--- src/rtl/tinydfu_pkg.sv ---
// Shared types and constants for the TinyDFU boot sequencer.
// The cylon table holds the lit-LED patterns; the outputs invert them because the LEDs are active-low.
package tinydfu_pkg;

    typedef enum logic [2:0] {
        S_HOLD   = 3'd0,
        S_IDLE   = 3'd1,
        S_ACTIVE = 3'd2,
        S_DETACH = 3'd3,
        S_BOOT   = 3'd4
    } boot_state_t;

    typedef enum logic [1:0] {
        LED_OFF   = 2'd0,
        LED_BLINK = 2'd1,
        LED_CYLON = 2'd2
    } led_mode_t;

    localparam logic [7:0] DFU_STATE_IDLE       = 8'h02;
    localparam logic [7:0] DFU_STATE_ACTIVE_MIN = 8'h03;

    // Index 0 is the rightmost entry.
    localparam logic [5:0][2:0] CYLON_PAT = {3'b010, 3'b001, 3'b010, 3'b100, 3'b010, 3'b001};

    function automatic logic [2:0] cylon_led(input logic [2:0] step);
        return ~CYLON_PAT[step];
    endfunction

endpackage

--- src/rtl/tinydfu_boot_sequencer_if.sv ---
// Signals between the boot sequencer, usb_dfu_core and the board top.
interface tinydfu_boot_sequencer_if;
    logic [7:0] dfu_state;
    logic       dfu_detach;
    logic       stay_btn;
    logic       core_reset;
    logic       usb_pull_en;
    logic       boot_now;
    logic       autoboot_armed;
    logic [2:0] led;

    modport master (
        input  dfu_state, dfu_detach, stay_btn,
        output core_reset, usb_pull_en, boot_now, autoboot_armed, led
    );

    modport slave (
        output dfu_state, dfu_detach, stay_btn,
        input  core_reset, usb_pull_en, boot_now, autoboot_armed, led
    );
endinterface

--- src/rtl/tinydfu_led_pattern.sv ---
// Free-running counter driving the idle blink and the cylon step pattern.
// LED output is registered; all timing comes from clk, with no derived clocks.
module tinydfu_led_pattern
    import tinydfu_pkg::*;
#(
    parameter int unsigned BLINK_BIT = 21,
    parameter int unsigned STEP_BIT  = 20
) (
    input  logic      clk,
    input  logic      resetn,
    input  led_mode_t mode,
    output logic [2:0] led
);

    logic [31:0] cnt;
    logic        step_bit_q;
    logic [2:0]  step;

    always_ff @(posedge clk or negedge resetn) begin
        if (!resetn) begin
            cnt        <= '0;
            step_bit_q <= 1'b0;
            step       <= '0;
            led        <= 3'b111;
        end else begin
            cnt        <= cnt + 32'd1;
            step_bit_q <= cnt[STEP_BIT];
            if (cnt[STEP_BIT] && !step_bit_q)
                step <= (step == 3'd5) ? 3'd0 : step + 3'd1;
            unique case (mode)
                LED_BLINK: led <= ~{2'b00, cnt[BLINK_BIT]};
                LED_CYLON: led <= cylon_led(step);
                default:   led <= 3'b111;
            endcase
        end
    end

endmodule

--- src/rtl/tinydfu_boot_sequencer.sv ---
// TinyDFU lifecycle: core reset hold, autoboot timeout, detach guard, boot request.
// DFU inputs pass through one register stage; outputs are registered from next-state.
module tinydfu_boot_sequencer
    import tinydfu_pkg::*;
#(
    parameter int unsigned RESET_CYCLES    = 65535,
    parameter int unsigned AUTOBOOT_CYCLES = 60000000,
    parameter int unsigned DETACH_CYCLES   = 12000,
    parameter int unsigned BLINK_BIT       = 21,
    parameter int unsigned STEP_BIT        = 20
) (
    input  logic                        clk,
    input  logic                        resetn,
    tinydfu_boot_sequencer_if.master    bus
);

    boot_state_t state_q, state_d;
    logic [31:0] cnt_q, cnt_d;
    logic        det_q, act_q;
    led_mode_t   mode_d;

    always_ff @(posedge clk or negedge resetn) begin
        if (!resetn) begin
            state_q            <= S_HOLD;
            cnt_q              <= 32'(RESET_CYCLES);
            det_q              <= 1'b0;
            act_q              <= 1'b0;
            bus.core_reset     <= 1'b1;
            bus.usb_pull_en    <= 1'b0;
            bus.boot_now       <= 1'b0;
            bus.autoboot_armed <= 1'b0;
        end else begin
            state_q            <= state_d;
            cnt_q              <= cnt_d;
            det_q              <= bus.dfu_detach;
            act_q              <= (bus.dfu_state >= DFU_STATE_ACTIVE_MIN) || bus.stay_btn;
            bus.core_reset     <= (state_d == S_HOLD) || (state_d == S_BOOT);
            bus.usb_pull_en    <= (state_d == S_IDLE) || (state_d == S_ACTIVE);
            bus.boot_now       <= (state_d == S_BOOT);
            bus.autoboot_armed <= (state_d == S_IDLE);
        end
    end

    always_comb begin
        state_d = state_q;
        cnt_d   = cnt_q;
        unique case (state_q)
            S_HOLD: begin
                if (cnt_q == '0) begin
                    state_d = S_IDLE;
                    cnt_d   = 32'(AUTOBOOT_CYCLES);
                end else begin
                    cnt_d = cnt_q - 32'd1;
                end
            end
            S_IDLE: begin
                // Detach outranks both activity and timeout, so DETACH is entered once.
                if (det_q) begin
                    state_d = S_DETACH;
                    cnt_d   = 32'(DETACH_CYCLES);
                end else if (act_q) begin
                    state_d = S_ACTIVE;
                end else if (cnt_q == '0) begin
                    state_d = S_DETACH;
                    cnt_d   = 32'(DETACH_CYCLES);
                end else begin
                    cnt_d = cnt_q - 32'd1;
                end
            end
            S_ACTIVE: begin
                if (det_q) begin
                    state_d = S_DETACH;
                    cnt_d   = 32'(DETACH_CYCLES);
                end
            end
            S_DETACH: begin
                if (cnt_q == '0) state_d = S_BOOT;
                else             cnt_d   = cnt_q - 32'd1;
            end
            S_BOOT:  state_d = S_BOOT;
            default: state_d = S_HOLD;
        endcase
    end

    always_comb begin
        mode_d = LED_OFF;
        unique case (state_d)
            S_IDLE:             mode_d = LED_BLINK;
            S_ACTIVE, S_DETACH: mode_d = LED_CYLON;
            default:            mode_d = LED_OFF;
        endcase
    end

    tinydfu_led_pattern #(
        .BLINK_BIT (BLINK_BIT),
        .STEP_BIT  (STEP_BIT)
    ) u_led (
        .clk    (clk),
        .resetn (resetn),
        .mode   (mode_d),
        .led    (bus.led)
    );

endmodule

--- src/flat_wrapper.sv ---
// flat-port wrapper written by rule: the top's interface ports become plain ports
module tinydfu_boot_sequencer_flat import tinydfu_pkg::*;
#(
    parameter int unsigned RESET_CYCLES    = 65535,
    parameter int unsigned AUTOBOOT_CYCLES = 60000000,
    parameter int unsigned DETACH_CYCLES   = 12000,
    parameter int unsigned BLINK_BIT       = 21,
    parameter int unsigned STEP_BIT        = 20
)
  (clk, resetn, bus_dfu_state, bus_dfu_detach, bus_stay_btn, bus_core_reset, bus_usb_pull_en, bus_boot_now, bus_autoboot_armed, bus_led);
  tinydfu_boot_sequencer_if bus_i ();
  input  logic clk;
  input  logic resetn;
  input wire logic [$bits(bus_i.dfu_state)-1:0] bus_dfu_state;
  input wire logic [$bits(bus_i.dfu_detach)-1:0] bus_dfu_detach;
  input wire logic [$bits(bus_i.stay_btn)-1:0] bus_stay_btn;
  output wire logic [$bits(bus_i.core_reset)-1:0] bus_core_reset;
  output wire logic [$bits(bus_i.usb_pull_en)-1:0] bus_usb_pull_en;
  output wire logic [$bits(bus_i.boot_now)-1:0] bus_boot_now;
  output wire logic [$bits(bus_i.autoboot_armed)-1:0] bus_autoboot_armed;
  output wire logic [$bits(bus_i.led)-1:0] bus_led;
  assign bus_i.dfu_state = bus_dfu_state;
  assign bus_i.dfu_detach = bus_dfu_detach;
  assign bus_i.stay_btn = bus_stay_btn;
  assign bus_core_reset = bus_i.core_reset;
  assign bus_usb_pull_en = bus_i.usb_pull_en;
  assign bus_boot_now = bus_i.boot_now;
  assign bus_autoboot_armed = bus_i.autoboot_armed;
  assign bus_led = bus_i.led;
  tinydfu_boot_sequencer #(.RESET_CYCLES(RESET_CYCLES), .AUTOBOOT_CYCLES(AUTOBOOT_CYCLES), .DETACH_CYCLES(DETACH_CYCLES), .BLINK_BIT(BLINK_BIT), .STEP_BIT(STEP_BIT)) u_core (.clk(clk), .resetn(resetn), .bus(bus_i));
endmodule
--- config.mk ---
export PLATFORM = sky130hd
export DESIGN_NAME = tinydfu_boot_sequencer_flat
export DESIGN_NICKNAME = d
export VERILOG_FILES = /design/src/rtl/tinydfu_pkg.sv /design/src/rtl/tinydfu_boot_sequencer_if.sv /design/src/rtl/tinydfu_led_pattern.sv /design/src/rtl/tinydfu_boot_sequencer.sv /design/src/flat_wrapper.sv
export SDC_FILE = /design/constraint.sdc
export NUM_CORES = 1
export LEC_CHECK = 0
export BUFFER_PORTS_ARGS = -buffer_cell sky130_fd_sc_hd__buf_2
export CORE_ASPECT_RATIO = 1.5
export CORE_MARGIN = 1.5
export CORE_UTILIZATION = 40
export CTS_CLUSTER_DIAMETER = 80
export DETAILED_ROUTE_END_ITERATION = 16
export PLACE_DENSITY_LB_ADDON = 0.08
export SYNTH_ARGS = -nofsm -noshare
export SYNTH_HDL_FRONTEND = slang
export SYNTH_SLANG_ARGS = --single-unit
export TNS_END_PERCENT = 100
--- constraint.sdc ---
create_clock -name clk -period 3.01 [get_ports clk]
set_input_delay 0.301 -clock clk [delete_from_list [all_inputs] [get_ports clk]]
set_output_delay 0.301 -clock clk [all_outputs]
set_load 0.005 [all_outputs]
### Yosys cells after proc, flatten, opt, wreduce, memory -nomap -nowiden

Memory sizes are Yosys's and may differ from the RTL's.
Index checks and enable logic that the tools add are counted.

* flip-flop bits (word level): 80
* memory bits (read-only): 24
* input bits: 12
* output and inout port bits: 7
* memories: 1

* add/sub/neg operators: 3
* $lt $le $gt $ge: 2
* equality and inequality tests: 14
* multiplexer cells: 18
* bitwise operators: 2
* reduce and logical (&&, ||, !) cells: 11

Memory list
* (no name shown): words 8, width 3, read ports 1, clocked after memory_dff 0, write ports 0, line tinydfu_pkg.sv:26 `return ~CYLON_PAT[step];`

Operators by type and width (number)
* $mux 32: 6
* $pmux 32 s4: 1
* $add 32x1->32 const B: 1
* $logic_not 32->1: 1
* $sub 32x1->32 const B: 1
* $mux 3: 8
* $pmux 3 s5: 1
* $eq 3x2->1 const B: 4
* $eq 3x3->1 const B: 3
* $ge 8x2->1 const B: 1
* $eq 3x1->1 const B: 2
* $logic_not 3->1: 2
* $pmux 3 s2: 1
* $lt 3x4->1 const B: 1
* $pmux 2 s2: 1
* $reduce_and 4->1: 1
* $reduce_bool 4->1: 1
* $add 3x1->3 const B: 1
* $logic_or 1x1->1: 3
* $ne 3x2->1 const B: 1
* $not 1->3: 1
* $not 3->3: 1
* $eq 2x1->1 const B: 1
* $eq 2x2->1 const B: 1
* other kinds (5): 5

### Longest topological paths before layout

* word-level depth: 10
* mapped depth: 12
* depth with buffers taken out: 11

### Cells and area by module

Synthesis repeated with hierarchy kept, for this count alone.

* cell total of the unflattened synthesis: 388
* area total of the unflattened synthesis: 3729.8 µm²

By module, submodules not included
* tinydfu_boot_sequencer: times used 1, cells an instance 283, area an instance 2468.6 µm², sequential area each 1047.3 µm²
* tinydfu_led_pattern: times used 1, cells an instance 105, area an instance 1261.2 µm², sequential area each 729.4 µm²

### Least setup slack after synthesis

No wires, ideal clock.

* path kind: flip-flop to flip-flop
* start: reg u_core.cnt_q[26]
* end: reg u_core.u_led.led[0]
* library setup time: 0.082 ns
* arrival: 3.026 ns
* data required time: 2.928 ns
* setup slack: -0.098 ns
* stages on the path, launching flop included: 11
* period minus slack after synthesis: 3.108 ns
* cell sequence: dfrtp_1 > or4_1 > buf_2 > or4_4 > or4_4 > buf_6 > nand2_1 > a21oi_1 > or3_1 > ha_1 > a211o_1

* cells in the longest elaborated chain, start to end: 10
* elaborated cells on any way between the ends: 15
* those cells by class: eq/ne: 5; mux: 8; reduce/logical: 2

Ends and longest elaborated chain
* start: declaration: line tinydfu_boot_sequencer.sv:18 `logic [31:0] cnt_q, cnt_d;`
* start signal: assignment: line tinydfu_boot_sequencer.sv:25 `cnt_q <= 32'(RESET_CYCLES);`
* start signal: assignment: line tinydfu_boot_sequencer.sv:34 `cnt_q <= cnt_d;`
* $logic_not 32->1 *: line tinydfu_boot_sequencer.sv:49, tinydfu_boot_sequencer.sv:63, tinydfu_boot_sequencer.sv:77
* $mux 3: line tinydfu_boot_sequencer.sv:63 `end else if (cnt_q == '0) begin`
* $mux 3: line tinydfu_boot_sequencer.sv:61 `end else if (act_q) begin`
* $mux 3: line tinydfu_boot_sequencer.sv:58 `if (det_q) begin`
* $pmux 3 s5 *: line tinydfu_boot_sequencer.sv:47 `unique case (state_q)`
* $eq 3x2->1: line tinydfu_boot_sequencer.sv:87 `unique case (state_d)`
* $reduce_or 2->1: line tinydfu_boot_sequencer.sv:87
* $pmux 2 s2 *: line tinydfu_boot_sequencer.sv:87
* $eq 2x2->1 / $eq 2x1->1 (equally long branches): line tinydfu_led_pattern.sv:30 `unique case (mode)`
* $pmux 3 s2 *: line tinydfu_led_pattern.sv:30
* end signal: assignment: line tinydfu_led_pattern.sv:31 `LED_BLINK: led <= ~{2'b00, cnt[BLINK_BIT]};`
* end signal: assignment: line tinydfu_led_pattern.sv:32 `LED_CYLON: led <= cylon_led(step);`
* end: declaration: line tinydfu_led_pattern.sv:12 `output logic [2:0] led`

Mark *: on every way between the ends. The rest lies on a longest branch, timed or not.
A chain may end at the register's enable or synchronous reset.

### Worst setup path after layout

Same ends and word-level chain as after synthesis.

==> results.ini <==
[outcome]
status=finished clean

[timing]
tns_ns=0
relSlewSlack_pct=36.43
rsz0062_at_grt=true
slew_viol_final=0
fin_worst_skew_ns=0.004619
fmax_ghz=0.3415
worst_hold_slack_ns=0.08180
layout_min_cycle_time_ns=2.928
worst_slack_ns=0.08195
setup_violations=0
period_share_pct=97.28
finalHoldViolations=0
tightest_slew_ns=0.9471

[grt]
grt-busiest-layer=met2
met2_usage_pct=32.88
grt_max_degree=71
grt_pass1_vias=2975
overflow=0
met3_usage_pct=3.678
grt_util_all_layers_pct=19.49
use_met1_pct=23.44
antenna_found_initial=0
grt_pass1_wl_um=14280

[logic_synthesis]
netlist_area_um2=3590
synth_xor_area_share_pct=6.344
synth_top_family_by_area=simple AND/OR/NAND/NOR gates
ys_warn_count=0
synth_compound_area_share_pct=16.07
synth-seq-cells=70
synth_edf_count=0
synth.yosys.seq_area_share_pct=49.49
synth_ff_type=dfrtp_1
syn_area_per_cell_um2=9.497
synthAdderAreaFrac_pct=1.394
synth.area.mux_share_pct=0.2788
syn_nets=394
synthDistinctLibCells=47
async_flop_share_pct=100.0
synth-simple-area-share_pct=22.97
syn_inst=378

[run]
maxCapViolCount=0

[cells_and_area]
mostFrequentLayoutCells=50 x dfrtp_1, 36 x nor2_1, 30 x nand2_1, 24 x o21ai_0, 22 x a21oi_1
finalNonFillerCells=529
final_common_cell=dfrtp_1
final_util_pct=48.03
final.fill_count=813
nNetsFinal=430
area_growth_pct=17.43
n_antenna_cell=0
final-seq-area_um2=1777
multiInputGateArea_um2=1702
drive_above_1_share_pct=21.48

[route]
totalWireLength_um=8165
drc=0
dr.pass1.iters=4
initialDrtViolationCount=96
wire_per_inst_um=15.43
vias=2865
ant_nets=0
viasPerCell=5.416

[die]
io_pins=19
die_area_um2=9563
die_w_um=80.35
core-area_um2=8776
dieHeight_um=119.0
initial_core_util_pct=40.90
rows=42

[placed_design]
gp_congestion=0.7410
hpwl_um=5775
port_buffers=18
dp_cells=513
preCtsSetupSlack_ns=0.03047

[clock_network]
clock-sinks=70
root_buffer=clkbuf_16
cts_tree=yes
cts_max_level=3
numCtsBuffers=9
clkTransAtPathRegs_ns=0.05
cts-hold-fix-buffers=0
clk_latency_ns=0.33
ctsLongestPathBuffers=2

[critical_path]
critical_path_required_ns=3.26
arrival_ns=3.18
critPathCaptureType=flip-flop
critical_path_class=flip-flop to flip-flop
cp_max_fo=6
cp-start-kind=flip-flop

[pwr]
p_leak_nw=1.996
ir_drop_uv=278.0
cellPowerDensity_nw_per_um2=557.4

[worst_hold_path]
hold_class=primary input to flip-flop

==> cell type report <==
type	instances	share of cell area (%)
sequential	70	42.15
multi-input combinational	280	40.37
timing repair buffer	39	6.174
clock buffer	11	5.996
tap	110	3.265
inverter	14	1.247
clock inverter	5	0.8014
==> Yosys cell counts (all sizes together), types with 5 or more instances <==
cell type / n / share of area, %
or2: 5 / 0.87
nand2: 31 / 3.2
or3: 9 / 1.6
dfrtp: 50 / 35
xnor2: 14 / 3.4
nand3: 17 / 2.4
and3: 9 / 1.6
nor4: 11 / 2.3
clkbuf: 9 / 0.94
nor2: 36 / 3.8
a21oi: 23 / 3.2
a21o: 7 / 1.5
inv: 14 / 1.5
nor3: 15 / 2.1
nand4: 5 / 0.87
a31oi: 5 / 0.87
dfstp: 20 / 15
buf: 5 / 1.0
or4: 6 / 1.5
xor2: 12 / 2.9
o21ai: 30 / 4.3
==> worst max-delay path, cell delays in order (launching register included) <==
cell     delay, ns
dfrtp_1       0.37
or4_4         0.57
or4_4         0.44
or4_4         0.55
nand2_2       0.09
a21oi_2       0.06
or3_1         0.34
ha_2          0.19
a211o_1       0.25
==> flip-flops by register name, summed over array words and instances (netlist names), 3 cells and up <==
signal	flops
u_core.u_led.led	3
u_core.u_led.step	3
u_core.cnt_q	32
u_core.u_led.cnt	22
u_core.state_q	3
==> cells by family after synthesis <==
family                     after synthesis
and+or+nand+nor                        159
buffers and inverters                   28
AOI/OAI and AO/OA                       90
xor gates and xnor gates                26
adders and majority gates                4
muxes                                    1
DFF                                     70
==> final timing paths <==
kind	from	endpoint	slack, ns	cells past startpoint
worst max-delay path	u_core.cnt_q[26]	u_core.u_led.led[0]	0.08	8
worst min-delay path	bus_dfu_detach	u_core.det_q	0.08	1
worst max register to register	u_core.cnt_q[26]	u_core.u_led.led[0]	0.08	8
worst min register to register	u_core.u_led.cnt[20]	u_core.u_led.step_bit_q	0.44	0
max in group asynchronous	resetn	u_core.cnt_q[18]	2.24	2
min in group asynchronous	resetn	u_core.cnt_q[16]	0.18	2
==> per-stage QoR <==
stage	instance area, um^2	power [mW]
after floorplan	3598	1.275
after global routing	4215	2.486
after detailed placement	3925	1.374
after CTS	4212	2.382
after global placement	3925	1.367
final	4215	2.349
==> layer usage <==
metal | vias to the layer above | part of all wire (%)
met5 | - | 0
met4 | 0 | 3.1
met2 | 30 | 51
li1 | 1423 | -
met1 | 1391 | 43
met3 | 21 | 2.4
==> power breakdown <==
part	switching [mW]	internal [mW]	total [mW]
registers	0.0759	1.06	1.13
clock network	0.393	0.600	0.993
logic	0.127	0.0979	0.225
total	0.596	1.75	2.35
==> what timing repair did <==
item / CTS / global route
hold endpoints to repair: 0 / 0
gates resized for setup: 0 / 2
endpoints found under the setup margin: 0 / 3
setup buffers: 0 / 0
(Power assumes the default switching activity.)
